$ cat src/rtl/pipelined_cla_adder_if.sv
// Operand/result bus of the pipelined carry-lookahead adder.
// The producer/consumer side uses master, the adder itself uses slave.
interface pipelined_cla_adder_if #(
    parameter int WIDTH = 64
);
    logic [WIDTH-1:0] in0;
    logic [WIDTH-1:0] in1;
    logic             carry_in;
    logic             sub;
    logic             in_valid;
    logic             in_ready;
    logic [WIDTH-1:0] sum;
    logic             carry_out;
    logic             overflow;
    logic             PG;
    logic             GG;
    logic             out_valid;
    logic             out_ready;

    modport master (
        output in0, in1, carry_in, sub, in_valid, out_ready,
        input  in_ready, sum, carry_out, overflow, PG, GG, out_valid
    );

    modport slave (
        input  in0, in1, carry_in, sub, in_valid, out_ready,
        output in_ready, sum, carry_out, overflow, PG, GG, out_valid
    );
endinterface

$ cat src/rtl/pipelined_cla_adder.sv
// Pipelined adder/subtractor: one SW-bit slice per stage, each slice built from
// GROUP-bit carry-lookahead blocks, with a single global stall (advance).
module pipelined_cla_adder #(
    parameter int WIDTH  = 64,
    parameter int STAGES = 4,
    parameter int GROUP  = 4
) (
    input  logic                 clk,
    input  logic                 rst_n,
    pipelined_cla_adder_if.slave bus
);
    localparam int SW   = WIDTH / STAGES;
    localparam int NGRP = SW / GROUP;

    // Returns {carry into slice MSB, carry out of slice, slice sum}.
    function automatic logic [SW+1:0] cla_slice(
        input logic [SW-1:0] a,
        input logic [SW-1:0] b,
        input logic          cin
    );
        logic [SW-1:0] p;
        logic [SW-1:0] g;
        logic [SW-1:0] s;
        logic [SW:0]   c;
        logic          gg;
        logic          gp;
        p    = a ^ b;
        g    = a & b;
        c    = '0;
        c[0] = cin;
        for (int grp = 0; grp < NGRP; grp++) begin
            for (int j = 1; j <= GROUP; j++) begin
                gg = 1'b0;
                gp = 1'b1;
                for (int i = 0; i < j; i++) begin
                    gg = g[grp*GROUP+i] | (p[grp*GROUP+i] & gg);
                    gp = gp & p[grp*GROUP+i];
                end
                c[grp*GROUP+j] = gg | (gp & c[grp*GROUP]);
            end
        end
        s = p ^ c[SW-1:0];
        return {c[SW-1], c[SW], s};
    endfunction

    logic [WIDTH-1:0] a_d   [STAGES];
    logic [WIDTH-1:0] a_q   [STAGES];
    logic [WIDTH-1:0] b_d   [STAGES];
    logic [WIDTH-1:0] b_q   [STAGES];
    logic [WIDTH-1:0] s_d   [STAGES];
    logic [WIDTH-1:0] s_q   [STAGES];
    logic             c_d   [STAGES];
    logic             c_q   [STAGES];
    logic             z_d   [STAGES];
    logic             z_q   [STAGES];
    logic             pg_d  [STAGES];
    logic             pg_q  [STAGES];
    logic             ov_d  [STAGES];
    logic             ov_q  [STAGES];
    logic             vld_d [STAGES];
    logic             vld_q [STAGES];
    logic             advance;

    assign advance      = ~(vld_q[STAGES-1] & ~bus.out_ready);
    assign bus.in_ready = advance;

    always_comb begin
        logic [WIDTH-1:0] a_in;
        logic [WIDTH-1:0] b_in;
        logic [WIDTH-1:0] s_in;
        logic             c_in;
        logic             z_in;
        logic             pg_in;
        logic             v_in;
        logic [SW+1:0]    res;
        logic [SW+1:0]    resz;
        int               prv;
        a_in  = '0;
        b_in  = '0;
        s_in  = '0;
        c_in  = 1'b0;
        z_in  = 1'b0;
        pg_in = 1'b1;
        v_in  = 1'b0;
        res   = '0;
        resz  = '0;
        prv   = 0;
        for (int k = 0; k < STAGES; k++) begin
            prv = (k == 0) ? 0 : k - 1;
            if (k == 0) begin
                a_in  = bus.in0;
                b_in  = bus.sub ? ~bus.in1 : bus.in1;
                s_in  = '0;
                c_in  = bus.sub | bus.carry_in;
                z_in  = 1'b0;
                pg_in = 1'b1;
                v_in  = bus.in_valid;
            end else begin
                a_in  = a_q[prv];
                b_in  = b_q[prv];
                s_in  = s_q[prv];
                c_in  = c_q[prv];
                z_in  = z_q[prv];
                pg_in = pg_q[prv];
                v_in  = vld_q[prv];
            end
            // The cin=0 chain runs alongside the real one to yield full-width GG.
            res  = cla_slice(a_in[k*SW +: SW], b_in[k*SW +: SW], c_in);
            resz = cla_slice(a_in[k*SW +: SW], b_in[k*SW +: SW], z_in);

            a_d[k]             = a_in;
            b_d[k]             = b_in;
            s_d[k]             = s_in;
            s_d[k][k*SW +: SW] = res[SW-1:0];
            c_d[k]             = res[SW];
            z_d[k]             = resz[SW];
            pg_d[k]            = pg_in & (&(a_in[k*SW +: SW] ^ b_in[k*SW +: SW]));
            ov_d[k]            = res[SW+1] ^ res[SW];
            vld_d[k]           = v_in;
        end
    end

    // Stage boundary: every stage register holds together when the output stalls.
    always_ff @(posedge clk or negedge rst_n) begin
        if (!rst_n) begin
            for (int k = 0; k < STAGES; k++) begin
                a_q[k]   <= '0;
                b_q[k]   <= '0;
                s_q[k]   <= '0;
                c_q[k]   <= 1'b0;
                z_q[k]   <= 1'b0;
                pg_q[k]  <= 1'b0;
                ov_q[k]  <= 1'b0;
                vld_q[k] <= 1'b0;
            end
        end else if (advance) begin
            for (int k = 0; k < STAGES; k++) begin
                a_q[k]   <= a_d[k];
                b_q[k]   <= b_d[k];
                s_q[k]   <= s_d[k];
                c_q[k]   <= c_d[k];
                z_q[k]   <= z_d[k];
                pg_q[k]  <= pg_d[k];
                ov_q[k]  <= ov_d[k];
                vld_q[k] <= vld_d[k];
            end
        end
    end

    assign bus.sum       = s_q[STAGES-1];
    assign bus.carry_out = c_q[STAGES-1];
    assign bus.overflow  = ov_q[STAGES-1];
    assign bus.PG        = pg_q[STAGES-1];
    assign bus.GG        = z_q[STAGES-1];
    assign bus.out_valid = vld_q[STAGES-1];
endmodule

$ cat src/flat_wrapper.sv
// flat-port wrapper written by rule: the top's interface ports become plain ports
module pipelined_cla_adder_flat 
#(
    parameter int WIDTH  = 64,
    parameter int STAGES = 4,
    parameter int GROUP  = 4
)
  (clk, rst_n, bus_in0, bus_in1, bus_carry_in, bus_sub, bus_in_valid, bus_out_ready, bus_in_ready, bus_sum, bus_carry_out, bus_overflow, bus_PG, bus_GG, bus_out_valid);
  pipelined_cla_adder_if #(.WIDTH(WIDTH)) bus_i ();
  input  logic clk;
  input  logic rst_n;
  input wire logic [$bits(bus_i.in0)-1:0] bus_in0;
  input wire logic [$bits(bus_i.in1)-1:0] bus_in1;
  input wire logic [$bits(bus_i.carry_in)-1:0] bus_carry_in;
  input wire logic [$bits(bus_i.sub)-1:0] bus_sub;
  input wire logic [$bits(bus_i.in_valid)-1:0] bus_in_valid;
  input wire logic [$bits(bus_i.out_ready)-1:0] bus_out_ready;
  output wire logic [$bits(bus_i.in_ready)-1:0] bus_in_ready;
  output wire logic [$bits(bus_i.sum)-1:0] bus_sum;
  output wire logic [$bits(bus_i.carry_out)-1:0] bus_carry_out;
  output wire logic [$bits(bus_i.overflow)-1:0] bus_overflow;
  output wire logic [$bits(bus_i.PG)-1:0] bus_PG;
  output wire logic [$bits(bus_i.GG)-1:0] bus_GG;
  output wire logic [$bits(bus_i.out_valid)-1:0] bus_out_valid;
  assign bus_i.in0 = bus_in0;
  assign bus_i.in1 = bus_in1;
  assign bus_i.carry_in = bus_carry_in;
  assign bus_i.sub = bus_sub;
  assign bus_i.in_valid = bus_in_valid;
  assign bus_i.out_ready = bus_out_ready;
  assign bus_in_ready = bus_i.in_ready;
  assign bus_sum = bus_i.sum;
  assign bus_carry_out = bus_i.carry_out;
  assign bus_overflow = bus_i.overflow;
  assign bus_PG = bus_i.PG;
  assign bus_GG = bus_i.GG;
  assign bus_out_valid = bus_i.out_valid;
  pipelined_cla_adder #(.WIDTH(WIDTH), .STAGES(STAGES), .GROUP(GROUP)) u_core (.clk(clk), .rst_n(rst_n), .bus(bus_i));
endmodule
$ cat config.mk
export PLATFORM = sky130hd
export DESIGN_NAME = pipelined_cla_adder_flat
export DESIGN_NICKNAME = d
export VERILOG_FILES = /design/src/rtl/pipelined_cla_adder_if.sv /design/src/rtl/pipelined_cla_adder.sv /design/src/flat_wrapper.sv
export SDC_FILE = /design/constraint.sdc
export NUM_CORES = 1
export LEC_CHECK = 0
export BUFFER_PORTS_ARGS = -buffer_cell sky130_fd_sc_hd__buf_2
export CAP_MARGIN = 20
export CORE_MARGIN = 3
export CORE_UTILIZATION = 63
export DETAILED_ROUTE_END_ITERATION = 6
export PLACE_DENSITY = 0.88
export SLEW_MARGIN = 20
export SYNTH_ARGS = -nofsm -noshare
export SYNTH_HDL_FRONTEND = slang
export SYNTH_SLANG_ARGS = --single-unit
$ cat constraint.sdc
create_clock -name clk -period 3.9 [get_ports clk]
set_clock_uncertainty 0.15 [all_clocks]
set_input_delay 0.195 -clock clk [delete_from_list [all_inputs] [get_ports clk]]
set_output_delay 0.195 -clock clk [all_outputs]
set_load 0.01 [all_outputs]
==> summary by stage, run 1 <==
Status
The run finished with clean final reports.

Place
Routability-driven placement finished with a final weighted congestion of 0.851. Port buffering added 203 buffers. The HPWL after detailed placement is 25.3 mm.

Detailed routing
The overall routed net length is 41.4 mm. After detailed routing, the average wire length per cell comes to 16.5 um. The detail route stage leaves a number of antenna-violating nets equal to 0. The number of detailed-route iterations in the first pass is 6.

The ratio of routed vias to standard cells is 5.58. After detailed routing, the number of remaining DRC violations is 0. The vias after detailed routing is 14000.

The count of routing violations after the opening detailed-route iteration is 1162.

CTS
TritonCTS built the clock tree. The CTS buffer count is 38. The cell sitting at the root of the clock tree is a clkbuf_16. The clock latency on the worst-skew pair is 0.52 ns.

The clock net sink count is 369. The count of H-tree levels built during CTS is 2. Clock-pin slew was measured on the worst setup and hold paths at 0.06 ns. The number of post-CTS setup repair buffers is 0. The clock passes through at most 3 buffers.

Synthesis
The synthesized area is 0.0171 sq mm. The netlist uses 59 different library cells. By area the synthesized netlist is led by dfrtp_1, nand2_1, ha_1. The Yosys step of the flow raised 0 warnings. The number of storage elements in the synthesis netlist is 369. The area share of the largest cell type after synthesis is 54.1%. When the netlist entered floorplanning its net count stood at 2088. The gate count of the mapped netlist is 1874. The average cell area after synthesis is 9.10 sq um. Summed over all instances, the cell type with the most area after synthesis is dfrtp_1. The most common flop cell mapped by yosys is dfrtp_1. The fraction of registers with async set or reset after synthesis is 100%. Counting flops with a built-in enable in the synthesized netlist gives 0. The register area share after synthesis is 54.1%.

Die
The die covers 0.0291 sq mm. The initial core utilization is 64.7%. The horizontal die dimension is 171 um. The vertical die dimension is 171 um. After floorplanning, the core was divided into 59 placement rows. During I/O placement, the number of pins put on the boundary was 204. The core box area is 0.0264 sq mm.

Global route
The met3 routing resource usage after global routing is 5.01%. The global-route wire length before repair is 68.5 mm. The overall overflow remaining after global route is 0.

Global routing used 28.8% of the available tracks across all layers. The global routing usage on met1 is 35.9%. The number of global-route vias before repair is 14300. In this run the most used layer during global routing was met2. Entering global routing, the biggest net connects 139 pins.

The number of antenna violations at the first check in global routing is 0. Global routing consumed, on the met2 layer, 50.6% of the routing resources.

Power and ir drop
VDD sags by at most 0.000442 V. The share of power burned in combinational logic is 38.1%. For this design the ratio of total power to cell area is 815 mW/mm^2. The share of total power dissipated in the clock network is 23.0%. In this run the static leakage power is 10.6 nW.

For this design the total switching power over the nets is 6.40 mW. Summing internal, switching and leakage power gives 16.9 mW. The share of power burned in registers is 38.8%. The internal power contribution is 10.5 mW.

The net switching fraction of the power is 37.9%.

Layout
In the layout the commonest cells are nand2_1, dfrtp_1, buf_2. For this run, the post-layout net count is 2359. The signed area change from the synthesized netlist to the final layout is 21.6%. Leaving out fill and tap cells, the most frequent cell in the layout is nand2_1. Cells with a size suffix above 1 make up 14.1% of the layout. 0 antenna diodes ended up in the layout.

Timing
The final critical path takes up 72.3% of the cycle. The normalized max-slew margin is 45.5%. Timing would allow up to 355 MHz. At the pin with the least slew margin, the transition time is 0.817 ns.

The total count of hold-check failures in the final report was 0. Setup violations remaining at the end of the flow were counted as 0. Setup repair after global routing left no endpoint under its margin. The final-report max-slew violation count is 0.

The worst hold slack is 0.0177 ns. The final critical delay including setup and external delays is 2.82 ns. The aggregate negative setup slack is 0 ns.

Worst setup path
The worst setup path is launched from a register. The endpoint required time on the critical path is 4.12 ns. The element type at the critical path end is a register.

The arrival time at the worst endpoint is 3.04 ns. The largest driver fanout on the critical path is 5. The kind of critical path is reg2reg.

Job
Max-cap violations in this run came to 0.

Worst hold path
The min-delay analysis places its worst path in the category in2reg.
## layer usage
metal  part of all wire, %  up-vias
met1                    40     6774
met4                   3.7        0
met2                    50      488
met3                   6.1      119
met5                     0        -
li1                      -     6598
## through the flow
stage	utilization [%]	setup WS [ns]	instance area, sq um	cells
final	78.7	1.08	20700	2507
after global placement	69.7	1.04	18400	2338
after CTS	78.7	1.09	20700	2507
after global routing	78.7	0.910	20700	2507
after floorplan	-	0.831	17100	1874
after detailed placement	69.7	1.01	18400	2338
## power by group through the flow
stage	combinational [mW]	sequential (mW)	clock (mW)
floorplan	4.39	6.47	0
global placement	5.91	6.48	0
detailed placement	6.21	6.56	0
CTS	6.39	6.53	3.93
global route	7.32	6.74	4.10
finish	6.44	6.57	3.90
## sequential cells by signal (all words and copies together) (netlist names)
signal and flops:
u_core.bus.sum 64, u_core.a_d 96, u_core.b_d 96, u_core.bus.overflow 1
u_core.bus.GG 1, u_core.bus.out_valid 1, u_core.bus.PG 1, u_core.vld_d 3
u_core.pg_q 3, u_core.bus.carry_out 1, u_core.c_q 3, u_core.z_q 3
u_core.s_d 96
## repair_timing
item | 4_1_cts | 5_1_grt
resized for setup | 0 | 0
endpoints found under the hold margin | 184 | 0
hold buffers | 102 | 0
## worst paths after layout
check                                   start            endpoint  slack (ns)  cells past startpoint
max reg2reg                    u_core.b_d[49]  u_core.bus.sum[61]        1.08                      8
min reg2reg                u_core.bus.sum[21]  u_core.bus.sum[21]        0.31                      2
min in group asynchronous               rst_n  u_core.bus.sum[21]        0.13                      2
max                            u_core.b_d[49]  u_core.bus.sum[61]        1.08                      8
max in group asynchronous               rst_n      u_core.s_d[39]        2.47                      3
min                                bus_in1[4]     u_core.s_d[132]        0.02                      5
## final cells by class
type,instances,area [sq um]
Fill cell,1588,5610
Clock buffer,53,1160
Inverter,31,124
Sequential cell,369,9230
Tap cell,335,419
Timing Repair Buffer,322,2240
Clock inverter,14,204
Multi-Input combinational cell,1383,7370
## cells in the mapped netlist (2+ instances only)
master	n
nand3_1	12
o21bai_1	2
o21ai_0	95
a221oi_2	3
xnor2_1	63
a31oi_2	2
o21ba_2	2
buf_2	9
dfrtp_1	369
o22a_1	2
nor2_1	48
ha_1	64
a221o_1	3
a31oi_1	4
inv_1	31
o41ai_1	2
or2_2	3
nor4_1	2
clkbuf_1	65
nand2_1	824
and2_1	6
nand2b_1	3
a21o_1	22
a2111oi_2	2
a21oi_1	68
nand4_1	8
a2bb2oi_1	2
or3_1	3
o221ai_2	2
o21a_1	2
buf_1	17
o211a_1	2
nor3_1	9
and4_1	8
xor2_1	38
fa_1	16
a211oi_1	9
nor2b_1	5
and3_1	14
a2111oi_0	6
o21ai_1	7
a311o_1	3
## critical path, stage by stage (launching register included)
cell     delay, ns
dfrtp_1       0.38
ha_1          0.35
a21oi_1       0.25
o21ai_1       0.18
a221o_1       0.48
a21o_1        0.23
fa_1          0.43
xnor2_1       0.15
o21ai_0       0.08
## cell families after synthesis
kind of cell    count (synthesis)  share of synthesized area, %
simple gates                  952                          22.2
flops                         369                          54.1
compound gates                250                          9.16
buf+inv                       122                          2.75
xor+xnor                      101                          5.18
fa+ha+maj                      80                          6.57
No activity file was read; power rests on OpenSTA's default activity.
==> run 2, diff against run 1 <==
--- a/config.mk
+++ b/config.mk
@@ -8,9 +8,9 @@
 export BUFFER_PORTS_ARGS = -buffer_cell sky130_fd_sc_hd__buf_2
 export CAP_MARGIN = 20
 export CORE_MARGIN = 3
-export CORE_UTILIZATION = 63
+export CORE_UTILIZATION = 53
 export DETAILED_ROUTE_END_ITERATION = 6
-export PLACE_DENSITY = 0.88
+export PLACE_DENSITY = 0.8
 export SLEW_MARGIN = 20
 export SYNTH_ARGS = -nofsm -noshare
 export SYNTH_HDL_FRONTEND = slang
==> constraint.sdc (replaced) <==
create_clock -name clk -period 2.4 [get_ports clk]
set_clock_uncertainty 0.15 [all_clocks]
set_input_delay 0.12 -clock clk [delete_from_list [all_inputs] [get_ports clk]]
set_output_delay 0.12 -clock clk [all_outputs]
set_load 0.01 [all_outputs]
==> summary by stage, run 2 (synthesized netlist as in run 1, its figures left out) <==
Detailed routing
The overall routed net length is 45.0 mm. The number of detailed-route iterations in the first pass is 5. The ratio of routed vias to standard cells is 5.33. In this run, the number of DRC markers left after iteration 0 of detailed routing was 1108. The detailed-route wire length per cell is 16.8 um. The count of nets left with antenna violations once routing finished came out at 0.

Summing over every cut layer, the via total after detailed routing is 14300. The number of remaining DRC errors is 0.

Place
The total half-perimeter wirelength after legalization and detailed placement is 27.3 mm. The total of buffers placed on input and output ports is 203. At the end of routability-driven placement, the weighted congestion stood at 0.877.

Timing
The final-report max-slew violation count is 0. The aggregate negative setup slack is -0.134 ns. The total of endpoints with negative setup slack in the final report is 4. For this run, the top clock speed supported by timing is 409 MHz.

Setup repair after global routing could not meet its margin everywhere. The ratio of final minimum period to clock period is 102%. The final critical delay including setup and external delays is 2.44 ns. The slew at the pin with the worst max-slew slack is 0.907 ns.

The post-route worst setup slack is -0.0434 ns. The normalized max-slew margin is 39.6%. The total count of hold-check failures in the final report was 0. On the final layout, the worst hold slack is 0.0325 ns.

Die
204 I/O pins were placed. After floorplanning, the core was divided into 65 placement rows. The initial utilization of the core area, before any placement, comes to 53.9%. The core region is 0.0316 sq mm. The die area is 0.0344 sq mm. From bottom edge to top edge, the die measures 185 um. The horizontal die dimension is 185 um.

Global route
The all-layer global routing usage is 25.4%. The number of antenna violations at the first check in global routing was 4. The total overflow left after global routing is 0. The number of global-route vias before repair is 14300. The maximum number of pins on one net before global-route repair is 156. The first global-routing pass estimated 70.7 mm of wire.

Layout
In the layout the commonest cells are nand2_1, dfrtp_1, buf_2. The signed area change from the synthesized netlist to the final layout is 30.3%. The final layout contains 2459 nets. The most common library cell in the layout ignoring fill and taps is nand2_1. Cells with a size suffix above 1 make up 19.6% of the layout.

CTS
The clock net sink count is 369. The CTS buffer count is 39. The tree is rooted in a clkbuf_16.

The clock slew at the register clock pins of the worst setup and hold paths is 0.06 ns. The count of H-tree levels built during CTS is 2. The clock tree from TritonCTS is yes.

At the later pin of the worst-skew pair, clock insertion delay measures 0.53 ns. The maximum buffer depth of the clock tree is 3.

Worst setup path
In this run the worst setup path begins at u_core.a_d[51]. The most critical setup path has its endpoint at u_core.bus.sum[61]. By startpoint and endpoint, the worst setup path is classified as reg2reg.

The endpoint required time on the critical path is 2.65 ns. STA classifies the critical path startpoint as a register. The register-to-register setup slack is -0.04 ns. At the worst endpoint, the arrival time is 2.70 ns.

The largest driver fanout on the critical path is 4. The number of cell instances on the worst register-to-register path is 8. The worst register-to-register path begins at u_core.a_d[51]. The worst register-to-register path ends at u_core.bus.sum[61].

The element type at the critical path end is a register.

Power and ir drop
The worst IR drop on VDD is 0.000722 V. In this run the power density over the cells is 1340 mW/mm^2. The leakage dissipation is 11.2 nW.

Worst hold path
The type of the tightest min-delay check is in2reg. The hold path startpoint is bus_in0[9].

Status
The run finished, with violations left. The checks that failed: setup timing.

Job
The number of max-cap violations is 0.
run 2: cell count changes in the layout (fill, tap and decap cells not counted), moves of 5 or more:
cell / before / now
clkbuf_1: 3 / 8
o21ai_0: 95 / 89
buf_12: 5 / 12
dlygate4sd3_1: 102 / 116
o21ai_2: 0 / 5
ha_1: 64 / 44
buf_4: 13 / 88
ha_4: 0 / 17
a21oi_2: 1 / 6
diode_2: 0 / 5
a21oi_1: 68 / 61
run 2: metrics by stage:
| stage | power (mW) | worst slack (ns) | cells | utilization (%) | cell area, sq um |
|---|---|---|---|---|---|
| after floorplan | 17.8 | -0.118 | 1874 | - | 17200 |
| after global placement | 21.3 | -0.0856 | 2470 | 60.5 | 19100 |
| after detailed placement | 21.9 | -0.149 | 2470 | 60.5 | 19100 |
| after CTS | 28.8 | -0.0616 | 2667 | 69.1 | 21900 |
| after global routing | 31.9 | -0.113 | 2682 | 70.3 | 22200 |
| final | 29.8 | -0.0434 | 2682 | 70.3 | 22200 |
run 2: area by class of cell:
type | count | area (sq um)
Fill cell | 2239 | 9400
Tap cell | 402 | 503
Antenna cell | 5 | 12.5
Multi-Input combinational cell | 1383 | 7860
Sequential cell | 369 | 9230
Inverter | 31 | 129
Timing Repair Buffer | 421 | 3160
Clock buffer | 58 | 1160
Clock inverter | 13 | 185
run 2: power breakdown:
part	switching, mW	internal (mW)
clock network	2.49	3.78
registers	1.84	9.01
logic	6.95	5.69
total	11.3	18.5
run 2: how the worst min path moves through the flow:
stage	slack [ns]	depth (start not counted)	end
2_1_floorplan	-0.33	0	u_core.a_d[100]
3_3_place_gp	-0.05	1	u_core.bus.sum[20]
3_5_place_dp	-0.06	1	u_core.bus.sum[20]
4_1_cts	0.01	5	u_core.s_d[137]
5_1_grt	0.01	5	u_core.s_d[137]
6_report	0.03	5	u_core.s_d[137]
run 2: timing repair:
item	4_1_cts	5_1_grt
buffers inserted	8	10
hold endpoints to repair	419	0
pin swaps	15	24
resized for setup	15	54
hold buffers	118	0
setup endpoints to repair	12	38
run 2: worst max-delay path: stages, from the launching register on:
cell     delay [ns]
dfrtp_1        0.42
ha_4           0.27
and4_4         0.19
and2_4         0.15
a221o_1        0.36
a21o_1         0.21
fa_2           0.34
xnor2_1        0.16
o21ai_1        0.07
run 2: routing by layer:
layer | up-vias | wire length, um | global-route usage (%) | share of wire [%]
met1 | 6821 | 19000 | 33.8 | 42
met3 | 147 | 2180 | 3.53 | 4.8
li1 | 6821 | - | - | -
met4 | 0 | 2060 | 10.9 | 4.6
met2 | 503 | 21800 | 42.1 | 48
met5 | - | 0 | 0 | 0
==> run 3, diff against run 2 <==
--- a/config.mk
+++ b/config.mk
@@ -11,6 +11,8 @@
 export CORE_UTILIZATION = 53
 export DETAILED_ROUTE_END_ITERATION = 6
 export PLACE_DENSITY = 0.8
+export RECOVER_POWER = 25
+export SKIP_LAST_GASP = 1
 export SLEW_MARGIN = 20
 export SYNTH_ARGS = -nofsm -noshare
 export SYNTH_HDL_FRONTEND = slang
==> summary by stage, run 3 (synthesized netlist as in run 1, its figures left out) <==
Layout
The final cell utilization of the core is 69.8%. The library cells used most frequently in the layout, excluding fill and tap cells, are nand2_1, dfrtp_1, buf_2. Counting the fill cells in the layout gives 2287. The most common library cell in the layout ignoring fill and taps is nand2_1. In the final design database the tool counted 2460 nets. The signed area change from the synthesized netlist to the final layout is 29.3%. The post-route netlist has 16.5% of its cells at a drive strength greater than 1. The non-filler instance count after layout is 2682.

Status
The run finished, with violations left. The checks that failed: setup timing.

Power and ir drop
Summed over all cells, the static leakage comes to 10.9 nW. The worst IR drop on VDD is 0.000724 V. The clock network burns 21.2% of the power. Of the total power, the share spent switching nets is 38.2%. Of the total power, registers draw 36.7%. The share of power burned in combinational logic is 42.1%. Power spread over the standard cell area amounts to 1340 mW/mm^2.

The internal power contribution is 18.3 mW. The switching component of the power is 11.3 mW.

Worst setup path
The kind of launch point of the worst setup path is a register. The worst setup path is captured at a register. Walking the worst path, the cells encountered are ha_4, and4_4, and2_4, a221o_1, a21o_1, fa_2, nand2_1, nand2_1. The largest driver fanout on the critical path is 4. The kind of critical path is reg2reg.

The largest incremental delay on the critical path is 0.52 ns. The cell with the largest stage delay on the worst path is fa_2. The critical path's most frequent cell is nand2_1. Tracing the worst setup path back leads to its startpoint at u_core.a_d[51]. The cell family contributing the most delay on the critical path is adder cells. The arrival time at the worst endpoint is 2.76 ns.

The sum of buffers and inverters on the critical path is 0. At the worst endpoint, the required time is 2.71 ns. The worst flop-to-flop path startpoint is u_core.a_d[51].

Detailed routing
The detailed router placed 14400 vias in this run. In the final routed layout, each cell accounts on average for 16.8 um. The first routing iteration left 1166 violations.

The overall routed net length is 45.1 mm. The ratio of routed vias to standard cells is 5.38. The post-detailed-route count of antenna-violating nets is 0.

The number of remaining DRC errors is 0. The first detailed-routing pass took 5 iterations.

CTS
The count of H-tree levels built during CTS is 2. After clock tree synthesis, the clock-pin slew on the worst setup and hold paths is 0.07 ns. The later pin in the worst-skew pair is clocked with a latency of 0.53 ns. The maximum buffer depth of the clock tree is 3. TritonCTS built the clock tree.

The CTS buffer count is 39. The tree is rooted in a clkbuf_16. The clock net sink count is 369.

Die
In this run the vertical extent of the chip is 185 um. The core box area is 0.0316 sq mm. The I/O pin count is 204. Once the floorplan was initialized, standard cells occupied 53.9% of the core. After floorplanning, the core was divided into 65 placement rows. The floorplan step set the die width to 185 um. The die covers 0.0344 sq mm.

Place
Routability-driven placement finished with a final weighted congestion of 0.877. Detailed placement ended at an HPWL of 27.3 mm. In this run the tool buffered the top-level ports with 203 buffer cells.

Including well taps, the total number of placed cells is 2470.

Global route
The maximum number of pins on one net before global-route repair is 156. The number of antenna violations at the first check in global routing is 3. Summed over all layers, the global routing overflow is 0. The number of global-route vias before repair is 14300.

The first global-routing pass estimated 70.6 mm of wire. For this run, the total global-route usage over all layers was measured as 25.4%.

Timing
The slew at the pin with the worst max-slew slack is 1.14 ns. Counting I/O delays and the setup requirement, the final critical path takes 2.45 ns. The normalized max-slew margin is 23.7%. The ratio of final minimum period to clock period is 102%. The post-route worst setup slack is -0.0481 ns. Static timing analysis puts the maximum clock frequency at 408 MHz. Setup violations remaining at the end of the flow were counted as 8. The final-report max-slew violation count was 0. Setup repair after global routing could not meet its margin everywhere.

The worst hold slack is 0.0224 ns. The total count of hold-check failures in the final report came to 0.

Worst hold path
In this run the most critical hold path is launched from bus_in0[9]. The tightest min-delay check is of the in2reg type.

Job
The number of max-cap violations is 0.
[run 3: cell count changes in the layout (fill, tap and decap cells not counted), moves of 2 or more]
cell	previous run	this run
o21ai_2	5	3
ha_2	3	5
clkbuf_2	0	2
o21ai_1	8	6
buf_12	12	7
o21ai_0	89	92
clkbuf_1	8	78
clkbuf_4	0	3
buf_2	200	132
ha_1	44	41
[run 3: final timing paths]
check / to / slack, ns / cells past startpoint
max in group asynchronous: u_core.b_d[118] / 0.35 / 5
worst min register to register: u_core.bus.out_valid / 0.31 / 1
worst max-delay path: u_core.bus.sum[60] / -0.05 / 8
worst max register to register: u_core.bus.sum[60] / -0.05 / 8
worst min-delay path: u_core.s_d[137] / 0.02 / 5
min in group asynchronous: u_core.bus.sum[14] / 0.40 / 3
[run 3: layer usage]
layer	track usage, %	routed length, um	up-vias
met5	0	0	-
met4	10.8	1950	0
met3	3.53	2210	138
met2	42.2	21700	484
met1	33.8	19200	6979
li1	-	-	6828
[run 3: worst min-delay path: stages]
cell and delay, ns:
buf_2 0.08, ha_1 0.15, buf_4 0.12, xnor2_1 0.10
o21ai_0 0.07
[run 3: cell type report]
| cell class | instances | area, sq um | area share (%) |
|---|---|---|---|
| diodes | 4 | 10.0 | 0.0454 |
| clock buffers | 58 | 1160 | 5.24 |
| clock inverters | 13 | 185 | 0.839 |
| inverters | 31 | 129 | 0.584 |
| multi-input cells | 1383 | 7860 | 35.6 |
| flip-flops and latches | 369 | 9230 | 41.8 |
| well taps | 402 | 503 | 2.28 |
| repair buffers | 422 | 2990 | 13.5 |
[run 3: through the flow]
step | TNS [ns] | total power [mW] | instance area (sq um) | setup WS [ns]
floorplan | -0.245 | 17.8 | 17200 | -0.118
global placement | -0.335 | 21.3 | 19100 | -0.0856
detailed placement | -1.03 | 21.9 | 19100 | -0.149
CTS | -0.161 | 28.8 | 21900 | -0.0616
global route | -1.57 | 31.7 | 22100 | -0.145
finish | -0.192 | 29.6 | 22100 | -0.0481
[run 3: what timing repair did]
item | 4_1_cts | 5_1_grt
pin swaps | 14 | 20
setup endpoints to repair | 12 | 39
hold buffers | 118 | 0
buffers inserted | 8 | 11
resized for setup | 13 | 49
endpoints found under the hold margin | 419 | 0
[run 3: power groups by stage]
stage	Clock, mW	Sequential, mW	Combinational [mW]
floorplan	0	10.6	7.28
global placement	0	10.6	10.7
global route	6.65	11.1	13.9
finish	6.29	10.9	12.5
CTS	6.35	10.7	11.7
detailed placement	0	10.8	11.1
